<file path="config.mk">
export PLATFORM = sky130hd
export DESIGN_NAME = sr_cmd_gen
export DESIGN_NICKNAME = d
export VERILOG_FILES = /design/src/rtl/sr_cmd_pkg.sv /design/src/rtl/sr_debounce.sv /design/src/rtl/sr_cmd_gen.sv
export SDC_FILE = /design/constraint.sdc
export NUM_CORES = 1
export LEC_CHECK = 0
export CAP_MARGIN = 40
export CORE_AREA = 3 3 40 42
export CTS_CLUSTER_SIZE = 16
export DETAILED_ROUTE_END_ITERATION = 12
export DIE_AREA = 0 0 43 45
export GPL_ROUTABILITY_DRIVEN = 0
export HOLD_SLACK_MARGIN = 0.15
export PLACE_DENSITY_LB_ADDON = 0.3
export SETUP_SLACK_MARGIN = 0.4
export SYNTH_ARGS = -nofsm -noshare
export SYNTH_HDL_FRONTEND = slang
export SYNTH_SLANG_ARGS = --single-unit
</file>
<file path="constraint.sdc">
create_clock -name clk -period 1.8 [get_ports clk]
set_input_delay 0.18 -clock clk [delete_from_list [all_inputs] [get_ports clk]]
set_output_delay 0.18 -clock clk [all_outputs]
set_load 0.02 [all_outputs]
</file>
<file path="src/rtl/sr_cmd_pkg.sv">
// Shared types and defaults for the debounced set/clear command generator.
package sr_cmd_pkg;

   localparam int unsigned SR_CMD_DEBOUNCE_DEFAULT = 4;

   typedef enum logic [1:0] {
      IDLE      = 2'd0,
      ARMING    = 2'd1,
      PRESSED   = 2'd2,
      RELEASING = 2'd3
   } db_state_e;

endpackage

</file>
<file path="src/rtl/sr_debounce.sv">
// One button channel: optional 2-flop synchronizer (SR_CMD_GEN_SYNC_EN),
// press/release debounce FSM, and a registered single-cycle hit per press.
module sr_debounce
   import sr_cmd_pkg::*;
#(
   parameter int unsigned DEBOUNCE_CYCLES = SR_CMD_DEBOUNCE_DEFAULT
) (
   input  logic clk,
   input  logic rst,
   input  logic btn,
   output logic hit
);

   localparam int unsigned CW = $clog2(DEBOUNCE_CYCLES + 1);
   localparam logic [CW-1:0] CNT_DONE = CW'(DEBOUNCE_CYCLES);
   localparam logic [CW-1:0] CNT_ONE  = CW'(1);

   logic smp;

`ifdef SR_CMD_GEN_SYNC_EN
   logic [1:0] sync_q;

   always_ff @(posedge clk or posedge rst) begin
      if (rst) sync_q <= '0;
      else     sync_q <= {sync_q[0], btn};
   end

   assign smp = sync_q[1];
`else
   assign smp = btn;
`endif

   db_state_e     state_q, state_d;
   logic [CW-1:0] cnt_q, cnt_d, cnt_inc;
   logic          hit_d;

   assign cnt_inc = cnt_q + CNT_ONE;

   always_ff @(posedge clk or posedge rst) begin
      if (rst) begin
         state_q <= IDLE;
         cnt_q   <= '0;
         hit     <= 1'b0;
      end else begin
         state_q <= state_d;
         cnt_q   <= cnt_d;
         hit     <= hit_d;
      end
   end

   // The first qualifying sample counts as 1, so DEBOUNCE_CYCLES=1 completes immediately.
   always_comb begin
      state_d = state_q;
      cnt_d   = cnt_q;
      hit_d   = 1'b0;
      case (state_q)
         IDLE: begin
            if (smp) begin
               if (CNT_ONE == CNT_DONE) begin
                  state_d = PRESSED;
                  cnt_d   = '0;
                  hit_d   = 1'b1;
               end else begin
                  state_d = ARMING;
                  cnt_d   = CNT_ONE;
               end
            end
         end
         ARMING: begin
            if (!smp) begin
               state_d = IDLE;
               cnt_d   = '0;
            end else if (cnt_inc == CNT_DONE) begin
               state_d = PRESSED;
               cnt_d   = '0;
               hit_d   = 1'b1;
            end else begin
               cnt_d = cnt_inc;
            end
         end
         PRESSED: begin
            if (!smp) begin
               if (CNT_ONE == CNT_DONE) begin
                  state_d = IDLE;
                  cnt_d   = '0;
               end else begin
                  state_d = RELEASING;
                  cnt_d   = CNT_ONE;
               end
            end
         end
         RELEASING: begin
            if (smp) begin
               state_d = PRESSED;
               cnt_d   = '0;
            end else if (cnt_inc == CNT_DONE) begin
               state_d = IDLE;
               cnt_d   = '0;
            end else begin
               cnt_d = cnt_inc;
            end
         end
         default: begin
            state_d = IDLE;
            cnt_d   = '0;
         end
      endcase
   end

endmodule

</file>
<file path="src/rtl/sr_cmd_gen.sv">
// Debounced set/clear command generator for an SR stage; s and r are never both high.
// Build with SR_CMD_GEN_SYNC_EN defined to synchronize the raw button inputs.
module sr_cmd_gen
   import sr_cmd_pkg::*;
#(
   parameter int unsigned DEBOUNCE_CYCLES = SR_CMD_DEBOUNCE_DEFAULT,
   parameter int unsigned RST_PRIORITY    = 1
) (
   input  logic clk,
   input  logic rst,
   input  logic set_btn,
   input  logic clr_btn,
   output logic s,
   output logic r,
   output logic conflict
);

   localparam logic R_WINS = (RST_PRIORITY != 0);

   logic set_hit, clr_hit;
   logic s_d, r_d, conflict_d;

   sr_debounce #(.DEBOUNCE_CYCLES(DEBOUNCE_CYCLES)) u_set_db (
      .clk (clk),
      .rst (rst),
      .btn (set_btn),
      .hit (set_hit)
   );

   sr_debounce #(.DEBOUNCE_CYCLES(DEBOUNCE_CYCLES)) u_clr_db (
      .clk (clk),
      .rst (rst),
      .btn (clr_btn),
      .hit (clr_hit)
   );

   // On a tie only the priority winner fires; the loser is dropped, not queued.
   always_comb begin
      s_d        = set_hit & ~(clr_hit &  R_WINS);
      r_d        = clr_hit & ~(set_hit & ~R_WINS);
      conflict_d = set_hit & clr_hit;
   end

   always_ff @(posedge clk or posedge rst) begin
      if (rst) begin
         s        <= 1'b0;
         r        <= 1'b0;
         conflict <= 1'b0;
      end else begin
         s        <= s_d;
         r        <= r_d;
         conflict <= conflict_d;
      end
   end

endmodule

</file>
# ---- Word level (Yosys, flattened, before mapping)
# Cells that the tools add are included.
# Widths: inputs -> output; s select.
dict set report op_classes {
  n_eq_ne 16
  addsub 2
  n_reduce_logical 6
  bitwise 3
  n_mux 32
}
# operator n
set op_table {}
lappend op_table {{$mux 3} 10}
lappend op_table {{$mux 2} 12}
lappend op_table {{$pmux 3 s4} 2}
lappend op_table {{$pmux 2 s4} 2}
lappend op_table {{$ne 3x2->1 const B} 4}
lappend op_table {{$eq 2x2->1 const B} 4}
lappend op_table {{$ne 2x2->1 const B} 4}
lappend op_table {{$reduce_and 4->1} 2}
lappend op_table {{$add 3x1->3 const B} 2}
lappend op_table {{$eq 3x3->1 const B} 2}
lappend op_table {{$mux 1} 6}
lappend op_table {{$eq 2x1->1 const B} 2}
lappend op_table {{$logic_not 2->1} 2}
lappend op_table {{$reduce_and 2->1} 2}
lappend op_table {{$and 1x1->1} 2}
lappend op_table {{$not 1->1} 1}
dict set report word_totals {
  regBits 15
}

# ---- Logic depth before layout (Yosys ltp)
# Gate-level depths: netlist of the first run.
dict set report logic_depth {
  ltp_word 5
  ltp_mapped 5
  ltp_nobuf 5
}

# ---- Hierarchy
# A second synthesis of the first run with hierarchy kept.
dict set report hier_totals {
  cells_unflattened 56
  area_unflattened_um2 698.2
}
# module instances cells_each area_each_um2 seq_area_each_um2
set modules_own_cells {}
lappend modules_own_cells {sr_debounce 2 25 301.5 150.1}
lappend modules_own_cells {sr_cmd_gen 1 6 95.1 75.1}

# ---- Least setup slack after synthesis of the first run
# No wires, ideal clock.
dict set report synth_path {
  kind {reg-to-reg}
  start {register u_clr_db.cnt_q[0]}
  end {register (tool-made name)}
  period_less_slack_ns 1.365
  path_stages_with_launch 5
  setup_time_ns 0.125
  slack_ns 0.435
  t_arrival_ns 1.240
  path_cell_list {dfrtp_1 -> ha_1 -> xor2_1 -> and3_4 -> mux2_4}
}
# item line
set synth_lines {}
lappend synth_lines {{start: declaration} sr_debounce.sv:34} ;# logic [CW-1:0] cnt_q, cnt_d, cnt_inc;
lappend synth_lines {{start signal: assignment} sr_debounce.sv:46} ;# cnt_q <= cnt_d;

==> impl_metrics.toml, run 1 <==
[run_status]
status = "complete, no violations"

[pwr]
p_per_area_nw_per_um2 = 1240
power.total_mw = 0.956
total_leakage_power_nw = 0.419
ir_drop_mv = 0.650

[sta]
hold_violations = 0
fin_crit_sh = 0.762
layout_min_cycle_time_ns = 1.37
tightest_slew_ns = 0.541
fin_skew_ns = 0.00391
layout_setup_ws_ns = 0.428
max_clock_freq_ghz = 0.729
fin_hold_ws_ns = 0.237
setup_viol = 0
drv_slew = 0
slew_headroom = 0.639
rsz0062_at_grt = "no"
fin_setup_tns_ns = 0

[critical_path]
path_class = "reg -> reg"
cp_max_fo = 3
cp-start-kind = "flip-flop"
arrival_ns = 1.54
cp-end-kind = "flip-flop"
cp_data_required_time_ns = 1.97

[logic_synthesis]
syn_area_um2 = 639
synth_cells = 50
ys_seq_elements = 15
ys_top_cells_by_count = "15 x dfrtp_1, 5 x ha_1, 3 x inv_1, 3 x nand2_1"
synthFlopType = "dfrtp_1"
yosys_warnings = 0
synth_seq_area_share = 0.587
syn-num-nets = 59
synth-edff-count = 0
syn_area_per_cell_um2 = 12.8
async_flop_share = 1.00
netlist-cell-type-count = 21
synth_area_leaders = "dfrtp_1 59%, ha_1 9.8%, xor2_1 2.7%, mux2_4 2.3%, nand3b_1 2.3%"
synth.most_common_cell = "dfrtp_1"
netlist.area_leader.share = 0.587
yosys.area.top_type = "dfrtp_1"

[detailed_routing]
ant_nets = 0
dr.first_iter.drc_count = 6
drt-vias-per-instance = 5.22
wirelength_um = 963
drc = 0
dr_total_vias = 402
first_pass_iters = 2
wl_per_cell_um = 12.5

[clock_tree]
clkLatencyLatePin_ns = 0.27
root_buffer = "clkbuf_4"
cts_sinks = 15
clk_pin_slew_ns = 0.09
cts_max_level = 1
numCtsBuffers = 3
cts_tree = "yes"
clk_path_buf_depth = 2

[grt]
antenna_found_initial = 0
grtUsageMet1 = 0.138
busiest_layer = "met2"
gr-usage-met3 = 0.0359
met2_usage = 0.201
grt_start_max_net_pins = 16
grt_pass1_wl_um = 1680
grt_util_all_layers = 0.119
overflow = 0
grt_pass1_vias = 404

[placed_design]
numPortBuffers = 6
place_ws_ns = 0.385
postPlaceCellArea_um2 = 718
dp_hpwl_um = 629

[finish]
multi_input_comb_area_um2 = 258
antenna_cells = 0
layout-drive-gt1-share = 0.194
final_nets = 72
seqCellArea_um2 = 375
fillCellCount = 109
syn_to_final_growth_pct = 20.9
fin_area_um2 = 773

[min_path]
min_path_type = "in -> async"

[floorplanning]
ioPinCount = 7
core_um2 = 1280
rows = 13
start_util = 0.498
die_w_um = 43
die_h_um = 45
fp.dieArea_um2 = 1940

[flow_run]
max_cap_violations = 0
## cell usage in the layout, fill, tap and decap left out, types with 3 or more instances in the layout
master	n
ha_1	4
clkdlybuf4s50_1	3
clkbuf_4	3
dlymetal6s2s_1	3
dfrtp_1	15
inv_1	3
## through the flow
stage,utilization,instances
finish,0.602,77
global route,0.602,77
detailed placement,0.559,71
floorplan,-,50
CTS,0.586,76
global placement,0.559,71
## cells by family after synthesis
family,share of synthesized area
DFF,0.587
buffers and inverters,0.0176
xor gates and xnor gates,0.0411
adders and majority gates,0.0978
and+or+nand+nor,0.153
AOI/OAI and AO/OA,0.0470
muxes,0.0567
## worst max-delay path: stages, from the launching register on
cell,delay (ns)
dfrtp_1,0.41
ha_2,0.18
xor2_1,0.17
and3_4,0.22
mux2_4,0.29
## power breakdown
| group | total, mW | internal [mW] | switching, mW |
|---|---|---|---|
| sequential | 0.513 | 0.425 | 0.0874 |
| combinational | 0.257 | 0.135 | 0.123 |
| clock | 0.186 | 0.0822 | 0.104 |
## per-layer routing
layer | part of all wire | up-vias | routed length [um]
met5 | 0 | - | 0
met4 | 0.0083 | 0 | 8
met3 | 0.043 | 2 | 41
met2 | 0.50 | 5 | 485
met1 | 0.44 | 204 | 427
li1 | - | 191 | -
## area by class of cell
cell class | instances | share of cell area
Inverter | 3 | 0.0146
Timing Repair Buffer | 8 | 0.107
Clock inverter | 1 | 0.00647
Multi-Input combinational cell | 32 | 0.333
Sequential cell | 15 | 0.485
Clock buffer | 3 | 0.0291
Tap cell | 15 | 0.0243
## final timing paths
kind                                   start                         end  slack [ns]  depth (start not counted)
max                        u_clr_db.cnt_q[1]                   flip-flop        0.43                          4
min                                      rst  asynchronous set/reset pin        0.24                          2
max reg2reg                u_clr_db.cnt_q[1]                   flip-flop        0.43                          4
max in group asynchronous                rst         u_clr_db.state_q[0]        1.20                          2
min reg2reg                     u_clr_db.hit                           r        0.40                          0
min in group clk                u_clr_db.hit                           r        0.40                          0
## timing repair
item,in CTS,in global routing
buffers inserted,1,1
hold buffers,0,0
endpoints found under the hold margin,0,0
gates resized for setup,0,5
setup endpoints to repair,1,5
pin swaps,0,1
No activity file was read; power rests on OpenSTA's default activity.
==> run 2: changes to the inputs <==
==> constraint.sdc (replaced) <==
create_clock -name clk -period 1.33 [get_ports clk]
set_input_delay 0.133 -clock clk [delete_from_list [all_inputs] [get_ports clk]]
set_output_delay 0.133 -clock clk [all_outputs]
set_load 0.02 [all_outputs]
==> impl_metrics.toml, run 2 (synthesis gave the netlist of run 1 again) <==
[placed_design]
numPortBuffers = 6
place_ws_ns = -0.0748
dp_hpwl_um = 776

[flow_run]
max_cap_violations = 0

[critical_path]
crit_path_start = "u_clr_db.cnt_q[0]"
reg2reg_setup_slack_ns = -0.02
cp-start-kind = "flip-flop"
rr_worst_depth = 4
cp_max_fo = 2
path_class = "reg -> reg"
cp-end-kind = "flip-flop"
arrival_ns = 1.52
cp_data_required_time_ns = 1.50
r2r-start = "u_clr_db.cnt_q[0]"

[floorplanning]
fp.dieArea_um2 = 1940
core_um2 = 1280
die_h_um = 45
start_util = 0.498
ioPinCount = 7
rows = 13
die_w_um = 43

[sta]
hold_violations = 0
fin_setup_tns_ns = -0.0391
max_clock_freq_ghz = 0.741
layout_min_cycle_time_ns = 1.35
tightest_slew_ns = 0.287
fin_hold_ws_ns = 0.154
layout_setup_ws_ns = -0.0197
fin_crit_sh = 1.01
drv_slew = 0
rsz0062_at_grt = "yes"
setup_viol = 2
fin_skew_ns = 0.00389
slew_headroom = 0.809

[pwr]
ir_drop_mv = 0.808
p_per_area_nw_per_um2 = 1760
total_leakage_power_nw = 0.439

[detailed_routing]
dr.first_iter.drc_count = 2
ant_nets = 0
first_pass_iters = 4
drc = 0
wl_per_cell_um = 14.3
wirelength_um = 1220
drt-vias-per-instance = 5.11
dr_total_vias = 434

[finish]
final_common_cell = "dfrtp_1"
antenna_cells = 0
multi_input_comb_area_um2 = 365
fillCellCount = 84
final_util = 0.736
seqCellArea_um2 = 375
layout-drive-gt1-share = 0.529
layout_common_cells = "15 x dfrtp_1, 8 x buf_4, 5 x buf_6"
final_nets = 80
syn_to_final_growth_pct = 47.9

[clock_tree]
cts_tree = "yes"
clk_path_buf_depth = 2
clk_pin_slew_ns = 0.09
numCtsBuffers = 3
clkLatencyLatePin_ns = 0.28
root_buffer = "clkbuf_4"
cts_max_level = 1
cts_sinks = 15
cts_hold_buf = 0

[run_status]
violations = "negative setup slack"
status = "finished, violations left"

[grt]
grt_pass1_vias = 480
overflow = 0
antenna_found_initial = 0
grt_util_all_layers = 0.154
grt_start_max_net_pins = 16
grt_pass1_wl_um = 2130

[min_path]
min_path_type = "in -> async"
-- run 2: cell type report --
class,count,share of cell area
Timing Repair Buffer,16,0.155
Multi-Input combinational cell,32,0.386
Sequential cell,15,0.397
Tap cell,15,0.0198
Clock buffer,4,0.0278
Inverter,3,0.0146
-- run 2: repair_timing --
item	CTS	global route
setup buffers	5	0
endpoints found under the setup margin	15	15
resized for setup	31	4
pin swaps	11	2
-- run 2: metal layers --
layer  track usage  part of all wire
met5             0                 0
met4        0.0723                 0
met3        0.0478             0.044
met2         0.257              0.51
met1         0.183              0.44
-- run 2: worst max-delay path, stage by stage (launching register included) --
cell     delay, ns
dfrtp_1       0.39
ha_2          0.20
xor2_2        0.15
and3_4        0.21
mux2_4        0.29
-- run 2: worst min path at each step --
stage / startpoint / endpoint / slack, ns / cells after the start
after detailed placement: u_clr_db.hit / r / 0.39 / 0
after global routing: rst / s / 0.17 / 3
after CTS: rst / u_set_db.cnt_q[2] / 0.15 / 3
after floorplan: rst / asynchronous set/reset pin / 0.03 / 1
final: rst / u_set_db.state_q[0] / 0.15 / 3
after global placement: u_clr_db.hit / r / 0.38 / 0
-- run 2: stage by stage --
stage | cell area, um2 | total power [mW] | std cells
floorplan | 688 | 0.991 | 50
global placement | 805 | 1.13 | 76
detailed placement | 805 | 1.15 | 76
CTS | 928 | 1.63 | 85
global route | 946 | 1.79 | 85
finish | 946 | 1.67 | 85
-- run 2: power by group --
part	internal (mW)	total [mW]	switching, mW
Sequential	0.576	0.723	0.148
Combinational	0.404	0.690	0.286
Clock	0.116	0.256	0.139
